--- config.mk ---
export PLATFORM = sky130hd
export DESIGN_NAME = regfile_sb_flat
export DESIGN_NICKNAME = d
export VERILOG_FILES = /design/src/rtl/regfile_sb_if.sv /design/src/rtl/regfile_sb.sv /design/src/flat_wrapper.sv
export SDC_FILE = /design/constraint.sdc
export NUM_CORES = 2
export LEC_CHECK = 0
export CAP_MARGIN = 40
export CORE_MARGIN = 2
export CORE_UTILIZATION = 57
export DETAILED_ROUTE_END_ITERATION = 6
export PLACE_DENSITY = 0.77
export RECOVER_POWER = 100
export SLEW_MARGIN = 40
export SYNTH_ARGS = -nofsm -noshare
export SYNTH_HDL_FRONTEND = slang
export SYNTH_SLANG_ARGS = --single-unit
--- constraint.sdc ---
create_clock -name clk -period 40.1 [get_ports clk]
set_clock_uncertainty 0.05 [all_clocks]
set_input_delay 8.02 -clock clk [delete_from_list [all_inputs] [get_ports clk]]
set_output_delay 8.02 -clock clk [all_outputs]
set_load 0.03 [all_outputs]
--- src/rtl/regfile_sb_if.sv ---
// Register-file/scoreboard bus: read ports, writeback port, reservation port and scoreboard status.
// Master is the issue/writeback side, slave is the register file; no handshake, stalls come from rd_busy/rsv_ok.
interface regfile_sb_if #(
    parameter int WORD_LEN = 32,
    parameter int ADDR_LEN = 5,
    parameter int N_RD     = 2
);
    logic [N_RD*ADDR_LEN-1:0] rd_addr;
    logic [N_RD*WORD_LEN-1:0] rd_data;
    logic [N_RD-1:0]          rd_busy;

    logic                     wen;
    logic [ADDR_LEN-1:0]      waddr;
    logic [WORD_LEN-1:0]      wdata;

    logic                     rsv_en;
    logic [ADDR_LEN-1:0]      rsv_addr;
    logic                     rsv_ok;
    logic                     rsv_err;
    logic [ADDR_LEN:0]        pend_cnt;

    modport master (
        output rd_addr, wen, waddr, wdata, rsv_en, rsv_addr,
        input  rd_data, rd_busy, rsv_ok, rsv_err, pend_cnt
    );

    modport slave (
        input  rd_addr, wen, waddr, wdata, rsv_en, rsv_addr,
        output rd_data, rd_busy, rsv_ok, rsv_err, pend_cnt
    );
endinterface

--- src/rtl/regfile_sb.sv ---
// Multi-read-port register file with per-register busy scoreboard; reads and rsv_ok are combinational, state updates next edge.
// No backpressure: the issue stage stalls on rd_busy and retries reservations that rsv_ok would reject.
module regfile_sb #(
    parameter int WORD_LEN = 32,
    parameter int ADDR_LEN = 5,
    parameter int N_RD     = 2,
    parameter int ZERO_REG = 1,
    parameter int BYPASS   = 1
) (
    input  logic        clk,
    input  logic        rst,
    regfile_sb_if.slave bus
);
    localparam int DEPTH = 1 << ADDR_LEN;

    logic [WORD_LEN-1:0] mem [DEPTH];
    logic [DEPTH-1:0]    busy;
    logic                rsv_err_q;
    logic [ADDR_LEN:0]   pend_q;

    logic wr_eff;
    logic rsv_zero;
    logic wr_clears_rsv;
    logic rsv_ok_c;
    logic rsv_acc;
    logic cnt_inc;
    logic cnt_dec;

    // A same-cycle writeback to the reserved register frees it, so the new producer may claim it at once.
    always_comb begin
        wr_eff        = bus.wen && !((ZERO_REG != 0) && (bus.waddr == '0));
        rsv_zero      = (ZERO_REG != 0) && (bus.rsv_addr == '0);
        wr_clears_rsv = (BYPASS != 0) && wr_eff && (bus.waddr == bus.rsv_addr);
        rsv_ok_c      = rsv_zero || !busy[bus.rsv_addr] || wr_clears_rsv;
        rsv_acc       = bus.rsv_en && rsv_ok_c && !rsv_zero;
        cnt_inc       = rsv_acc && !busy[bus.rsv_addr];
        cnt_dec       = wr_eff && busy[bus.waddr] && !(rsv_acc && (bus.rsv_addr == bus.waddr));
    end

    for (genvar g = 0; g < DEPTH; g++) begin : g_word
        logic                wr_hit;
        logic                rsv_hit;
        logic [WORD_LEN-1:0] q;
        logic                b;

        assign wr_hit  = wr_eff  && (bus.waddr    == ADDR_LEN'(g));
        assign rsv_hit = rsv_acc && (bus.rsv_addr == ADDR_LEN'(g));

        // Reservation beats the writeback clear: the newer producer owns the register.
        always_ff @(posedge clk or posedge rst) begin
            if (rst) begin
                q <= '0;
                b <= 1'b0;
            end else begin
                if (wr_hit) begin
                    q <= bus.wdata;
                end
                if (rsv_hit) begin
                    b <= 1'b1;
                end else if (wr_hit) begin
                    b <= 1'b0;
                end
            end
        end

        assign mem[g]  = q;
        assign busy[g] = b;
    end

    for (genvar p = 0; p < N_RD; p++) begin : g_rd
        logic [ADDR_LEN-1:0] a;
        logic                byp;
        logic [WORD_LEN-1:0] d;
        logic                bsy;

        assign a = bus.rd_addr[p*ADDR_LEN +: ADDR_LEN];

        // An accepted reservation on the same register keeps the stored view; it becomes busy next cycle.
        always_comb begin
            byp = (BYPASS != 0) && wr_eff && (bus.waddr == a)
                  && !(rsv_acc && (bus.rsv_addr == a));
            if ((ZERO_REG != 0) && (a == '0)) begin
                d   = '0;
                bsy = 1'b0;
            end else if (byp) begin
                d   = bus.wdata;
                bsy = 1'b0;
            end else begin
                d   = mem[a];
                bsy = busy[a];
            end
        end

        assign bus.rd_data[p*WORD_LEN +: WORD_LEN] = d;
        assign bus.rd_busy[p]                      = bsy;
    end

    always_ff @(posedge clk or posedge rst) begin
        if (rst) begin
            rsv_err_q <= 1'b0;
            pend_q    <= '0;
        end else begin
            if (bus.rsv_en && !rsv_ok_c) begin
                rsv_err_q <= 1'b1;
            end
            if (cnt_inc && !cnt_dec) begin
                pend_q <= pend_q + (ADDR_LEN+1)'(1);
            end else if (cnt_dec && !cnt_inc) begin
                pend_q <= pend_q - (ADDR_LEN+1)'(1);
            end
        end
    end

    assign bus.rsv_ok   = rsv_ok_c;
    assign bus.rsv_err  = rsv_err_q;
    assign bus.pend_cnt = pend_q;
endmodule

--- src/flat_wrapper.sv ---
// flat-port wrapper written by rule: the top's interface ports become plain ports
module regfile_sb_flat 
#(
    parameter int WORD_LEN = 32,
    parameter int ADDR_LEN = 5,
    parameter int N_RD     = 2,
    parameter int ZERO_REG = 1,
    parameter int BYPASS   = 1
)
  (clk, rst, bus_rd_addr, bus_wen, bus_waddr, bus_wdata, bus_rsv_en, bus_rsv_addr, bus_rd_data, bus_rd_busy, bus_rsv_ok, bus_rsv_err, bus_pend_cnt);
  regfile_sb_if #(.WORD_LEN(WORD_LEN), .ADDR_LEN(ADDR_LEN), .N_RD(N_RD)) bus_i ();
  input  logic clk;
  input  logic rst;
  input wire logic [$bits(bus_i.rd_addr)-1:0] bus_rd_addr;
  input wire logic [$bits(bus_i.wen)-1:0] bus_wen;
  input wire logic [$bits(bus_i.waddr)-1:0] bus_waddr;
  input wire logic [$bits(bus_i.wdata)-1:0] bus_wdata;
  input wire logic [$bits(bus_i.rsv_en)-1:0] bus_rsv_en;
  input wire logic [$bits(bus_i.rsv_addr)-1:0] bus_rsv_addr;
  output wire logic [$bits(bus_i.rd_data)-1:0] bus_rd_data;
  output wire logic [$bits(bus_i.rd_busy)-1:0] bus_rd_busy;
  output wire logic [$bits(bus_i.rsv_ok)-1:0] bus_rsv_ok;
  output wire logic [$bits(bus_i.rsv_err)-1:0] bus_rsv_err;
  output wire logic [$bits(bus_i.pend_cnt)-1:0] bus_pend_cnt;
  assign bus_i.rd_addr = bus_rd_addr;
  assign bus_i.wen = bus_wen;
  assign bus_i.waddr = bus_waddr;
  assign bus_i.wdata = bus_wdata;
  assign bus_i.rsv_en = bus_rsv_en;
  assign bus_i.rsv_addr = bus_rsv_addr;
  assign bus_rd_data = bus_i.rd_data;
  assign bus_rd_busy = bus_i.rd_busy;
  assign bus_rsv_ok = bus_i.rsv_ok;
  assign bus_rsv_err = bus_i.rsv_err;
  assign bus_pend_cnt = bus_i.pend_cnt;
  regfile_sb #(.WORD_LEN(WORD_LEN), .ADDR_LEN(ADDR_LEN), .N_RD(N_RD), .ZERO_REG(ZERO_REG), .BYPASS(BYPASS)) u_core (.clk(clk), .rst(rst), .bus(bus_i));
endmodule
Yosys cells after proc, flatten, opt, wreduce, memory -nomap -nowiden
Index checks and enable logic that the tools add are counted.

Flip-flop bits (word level): 1063. Input bits: 56. Memories kept: 0. Memory bits (read-only): 0. Word-level logic and storage cells: 361. Memory bits (writable): 0. Latch bits: 0. Output and inout port bits: 74.

Reduce and logical (&&, ||, !) cells: 129. $mul: 0. Add/sub/neg operators: 2. Bitwise gates (word level): 2. Equal/unequal tests: 68. Divide/modulo/power cells: 0. Shift operators: 0. $lt $le $gt $ge: 6. Mux-type cells: 88.

Operators by type and width (number): $bmux W32 S5 (2); $mux W32 (8); $eq A5 B5 Y1 const B (32); $logic_and A1 B1 Y1 (81); $eq A5 B4 Y1 const B (16); $mux W1 (72); $reduce_bool A2 Y1 (33); $eq A5 B3 Y1 const B (8); $eq A5 B5 Y1 (6); $lt A5 B6 Y1 const B (4); $bmux W1 S5 (4); $eq A5 B2 Y1 const B (4); $logic_not A5 Y1 (4); $ge A6 B6 Y1 const B (2); $mux W6 (2); $not A5 Y6 (2); $eq A5 B1 Y1 const B (2); $logic_not A1 Y1 (9); $add A6 B1 Y6 const B (1); $sub A6 B1 Y6 const B (1); $logic_or A1 B1 Y1 (2).

Logic depth before layout (Yosys ltp)
Word-level depth: 13. Gate-level depth with buffers: 19.

Worst setup path after synthesis
No wires, ideal clock.

Path kind: input port to output port. From: in bus_waddr[3]. To: out bus_rd_data[10]. Stages: 9. Path buffers: 3. Slack: 21.828 ns. Arrival time: 10.202 ns. Cell sequence: or2_1 > clkbuf_1 > o41ai_4 > nor4_1 > and4_1 > clkbuf_1 > or2_1 > clkbuf_1 > o21ai_0.

Longest elaborated chain between the ends: 12.

Ends and longest elaborated chain: from (decl) (RTL line flat_wrapper.sv:16) `input wire logic [$bits(bus_i.waddr)-1:0] bus_waddr;`; $logic_not A5 Y1 (RTL line regfile_sb.sv:31) `wr_eff = bus.wen && !((ZERO_REG != 0) && (bus.waddr == '0));`; $logic_not A1 Y1 (RTL line regfile_sb.sv:31); $logic_and A1 B1 Y1 (RTL line regfile_sb.sv:31); $logic_and A1 B1 Y1 (RTL line regfile_sb.sv:33) `wr_clears_rsv = (BYPASS != 0) && wr_eff && (bus.waddr == bus.rsv_addr);`; $logic_or A1 B1 Y1 (RTL line regfile_sb.sv:34) `rsv_ok_c = rsv_zero || !busy[bus.rsv_addr] || wr_clears_rsv;`; $logic_and A1 B1 Y1 (2 in a row) (RTL line regfile_sb.sv:35) `rsv_acc = bus.rsv_en && rsv_ok_c && !rsv_zero;`; $logic_and A1 B1 Y1 (RTL line regfile_sb.sv:81) `&& !(rsv_acc && (bus.rsv_addr == a));`; $logic_not A1 Y1 (RTL line regfile_sb.sv:81); $logic_and A1 B1 Y1 (*) (RTL line regfile_sb.sv:81); $mux W32 (*) (RTL line regfile_sb.sv:85) `end else if (byp) begin`; $mux W32 (*) (RTL line regfile_sb.sv:82) `if ((ZERO_REG != 0) && (a == '0)) begin`; to (decl) (RTL line flat_wrapper.sv:20) `output wire logic [$bits(bus_i.rd_data)-1:0] bus_rd_data;`.

Every way passes the cells marked *; elsewhere a longest branch is shown, timed or not.

Final worst setup path
From: in bus_waddr[0]. To: out bus_rd_data[10].

Same word-level chain as after synthesis.

==> metrics.csv <==
metric,value,unit
Max Cap Viol,66,
placed cell count,4672,
failing checks,"capacitance limit, slew limit",
Max-Slew Margin vs Limit,-220,%
hold buffer count at CTS,0,
"Reg clk slew, reported paths",0.06,ns
Hold Crit Class,reg -> reg,
Synth Area per Inst,16.1,sq um
Via density,7.24,
DRT Wirelength,164000,microns
R2R Path Start,u_core.g_word[11].b,
Non-Filler Instances,4886,
clock group share of total power,33.7,%
Die X,322,microns
RSZ-0062 raised after global routing,false,
total CTS buffers,112,
post-synthesis cell type count,51,
RePlAce Congestion,0.871,
main flop type after synthesis,dfrtp_1,
vias in the first global route,37615,
post-CTS setup buffers,0,
pin count of the biggest net entering global routing,107,
Vias,35364,
WHS Endpoint,u_core.g_word[0].q[5],
WL per Instance,33.6,microns
GRT Total Usage,32.4,%
Synth Warn #,0,
Post-Synthesis Cells,3581,
FMAX,40.6,MHz
CP Data Required Time,32.03,ns
input/output buffers,129,
later-pin clock latency in the skew report,0.71,ns
CTS Buffer Depth,3,
Sw Share,27.7,%
Slew @ Worst Pin,4.80,ns
fillers,6988,
Switch Pwr,0.000920,W
Yosys reg bits,1063,
setup_tns,0,ns
PD cells,52.5,mW/mm^2
clk root buf,clkbuf_16,
ANT nets after route,0,
Seq pwr share,43.5,%
Ports,130,
FF-to-FF End,u_core.bus.pend_cnt[5],
Final Max Slew Viols,2191,
syn nets,3644,
maximum vdd drop,0.0365,mV
Core ar.,0.100,sq mm
GRT Residual Overflow,0,
worst path arrival time,16.56,ns
CP Capture Type,output port,
top-area cell type share of the netlist area,46.1,%
Nets,3554,
Reg2Reg Depth,15,
DRC Markers,0,
row count,116,
synthesized area,0.0577,sq mm
largest area contributor in the netlist,dfrtp_1,
first-pass GRT wire length,247000,microns
leakage power,26.8,nW
DP Area,0.0597,sq mm
sequential area share after synthesis,46.1,%
startpoint of the worst hold path,u_core.g_word[0].q[5],
CTS tree,built,
WHS Path Cells,0,
fin area,0.0633,sq mm
Initial DRC Count,3760,
initial antenna violation count,9,
final hold violations,0,
crit-path max FO,33,
DRT Pass-1 Iters,5,
asr flop ratio synth,100,%
"setup slack, reg-to-reg",34.84,ns
Detail Placement HPWL,93400,microns
area grow syn2layout,9.74,%
initial core utilization,57.6,%
Post-synth EDFFs,0,
outcome,"complete, but fails checks",
Sink Count,1063,
"Period Utilization, post-route",61.4,%
area occupied by multi-input gates,0.0291,sq mm
CP Class,in -> out,
WHS,0.345,ns
Post-CTS Resized,0,
CTS H-tree depth,3,
largest cells by area after synthesis,"dfrtp_1 46%, mux4_2 26%, mux2_2 19%",
Die H,322,microns
CP startpoint kind,primary input,
Int Power,0.00240,W
shortest period the worst path allows,24.63,ns
die area,0.104,sq mm
layout cell share with drive strength beyond 1,53.9,%
final setup fails,0,
total power draw,0.00332,W
Seq. cell area,0.0266,sq mm
Gate power share,22.9,%
==> area by class of cell <==
cell class | count | share of cell area (%)
Timing Repair Buffer | 221 | 2.95
Tap cell | 1298 | 2.57
Clock buffer | 164 | 5.26
Clock inverter | 46 | 1.05
Sequential cell | 1063 | 42.0
Multi-Input combinational cell | 2069 | 46.0
Inverter | 24 | 0.144
Antenna cell | 1 | 0.00396
==> metrics by stage <==
stage | util (%) | setup WS [ns]
after floorplan | - | 2.11
after global placement | 59.4 | 19.19
after detailed placement | 59.6 | 19.17
after CTS | 63.6 | 19.15
after global routing | 63.2 | 14.80
final | 63.2 | 15.47
==> kinds of logic (layout without fill, tap and decap cells) <==
family                     after synthesis  count (layout)  share of synthesized area (%)
and+or+nand+nor                        176             176                           1.44
adders and majority gates                7               7                          0.165
AOI/OAI and AO/OA                      115             115                           1.35
DFF                                   1063            1063                           46.1
xor gates and xnor gates                30              30                          0.456
other                                    0               1                              0
buffers and inverters                  449             455                           3.43
muxes                                 1741            1741                           47.0
==> state kept, by name, indices dropped and copies added (netlist names) <==
name	cells
u_core.bus.rsv_err	1
u_core.bus.pend_cnt	6
u_core.g_word.b	32
u_core.g_word.q	1024
==> worst max-delay path by stage <==
stage	to	from	slack, ns
after floorplan	u_core.bus.pend_cnt[0]	rst	2.11
after global placement	bus_rd_data[10]	bus_rd_addr[2]	19.19
after detailed placement	bus_rd_data[10]	bus_rsv_addr[0]	19.17
after CTS	bus_rd_data[10]	bus_rsv_addr[0]	19.15
after global routing	u_core.g_word[4].q[15]	rst	14.80
final	bus_rd_data[10]	bus_waddr[0]	15.47
==> cells in the mapped netlist, drive strengths merged, types with 16 or more instances <==
library cell,number
mux2i,72
buf,222
a32o,24
nor2,31
mux2,996
o21ai,66
nand2,81
mux4,673
xor2,16
inv,24
dfrtp,1063
clkbuf,203
==> routing by layer <==
metal  vias up  GRT usage (%)  share of wire, %
li1      13788              -                 -
met1     19271           44.4                39
met2      1853           50.4                48
met3       444           7.93               9.6
met4         8           12.9               4.1
met5         -              0             0.028
==> critical path: stages <==
cell and delay [ns]:
dlygate4sd3_1 0.54, clkbuf_1 1.10, o41ai_4 0.18, nor4_1 0.36, and4_2 0.25, clkbuf_1 2.21
or2_0 1.63, clkbuf_1 1.11, o21ai_0 0.32, dlygate4sd3_1 0.77
==> layout by cell type, fill, tap and decap left out, drive strengths merged, types with 16 or more instances in the layout <==
master / instances
inv: 27
o21ai: 66
clkinv: 22
clkbuf: 221
xor2: 16
a32o: 24
dlygate4sd3: 74
buf: 71
mux4: 673
dfrtp: 1063
clkdlybuf4s50: 19
mux2i: 72
nand2: 81
nor2: 31
mux2: 996
==> power groups by stage <==
stage	Sequential, W	Combinational (W)	Clock, W
CTS	0.00144	0.000773	0.00113
global route	0.00147	0.000806	0.00117
floorplan	0.00141	0.000592	0
global placement	0.00142	0.000742	0
finish	0.00144	0.000760	0.00112
detailed placement	0.00145	0.000769	0
No activity file was read; power rests on OpenSTA's default activity.
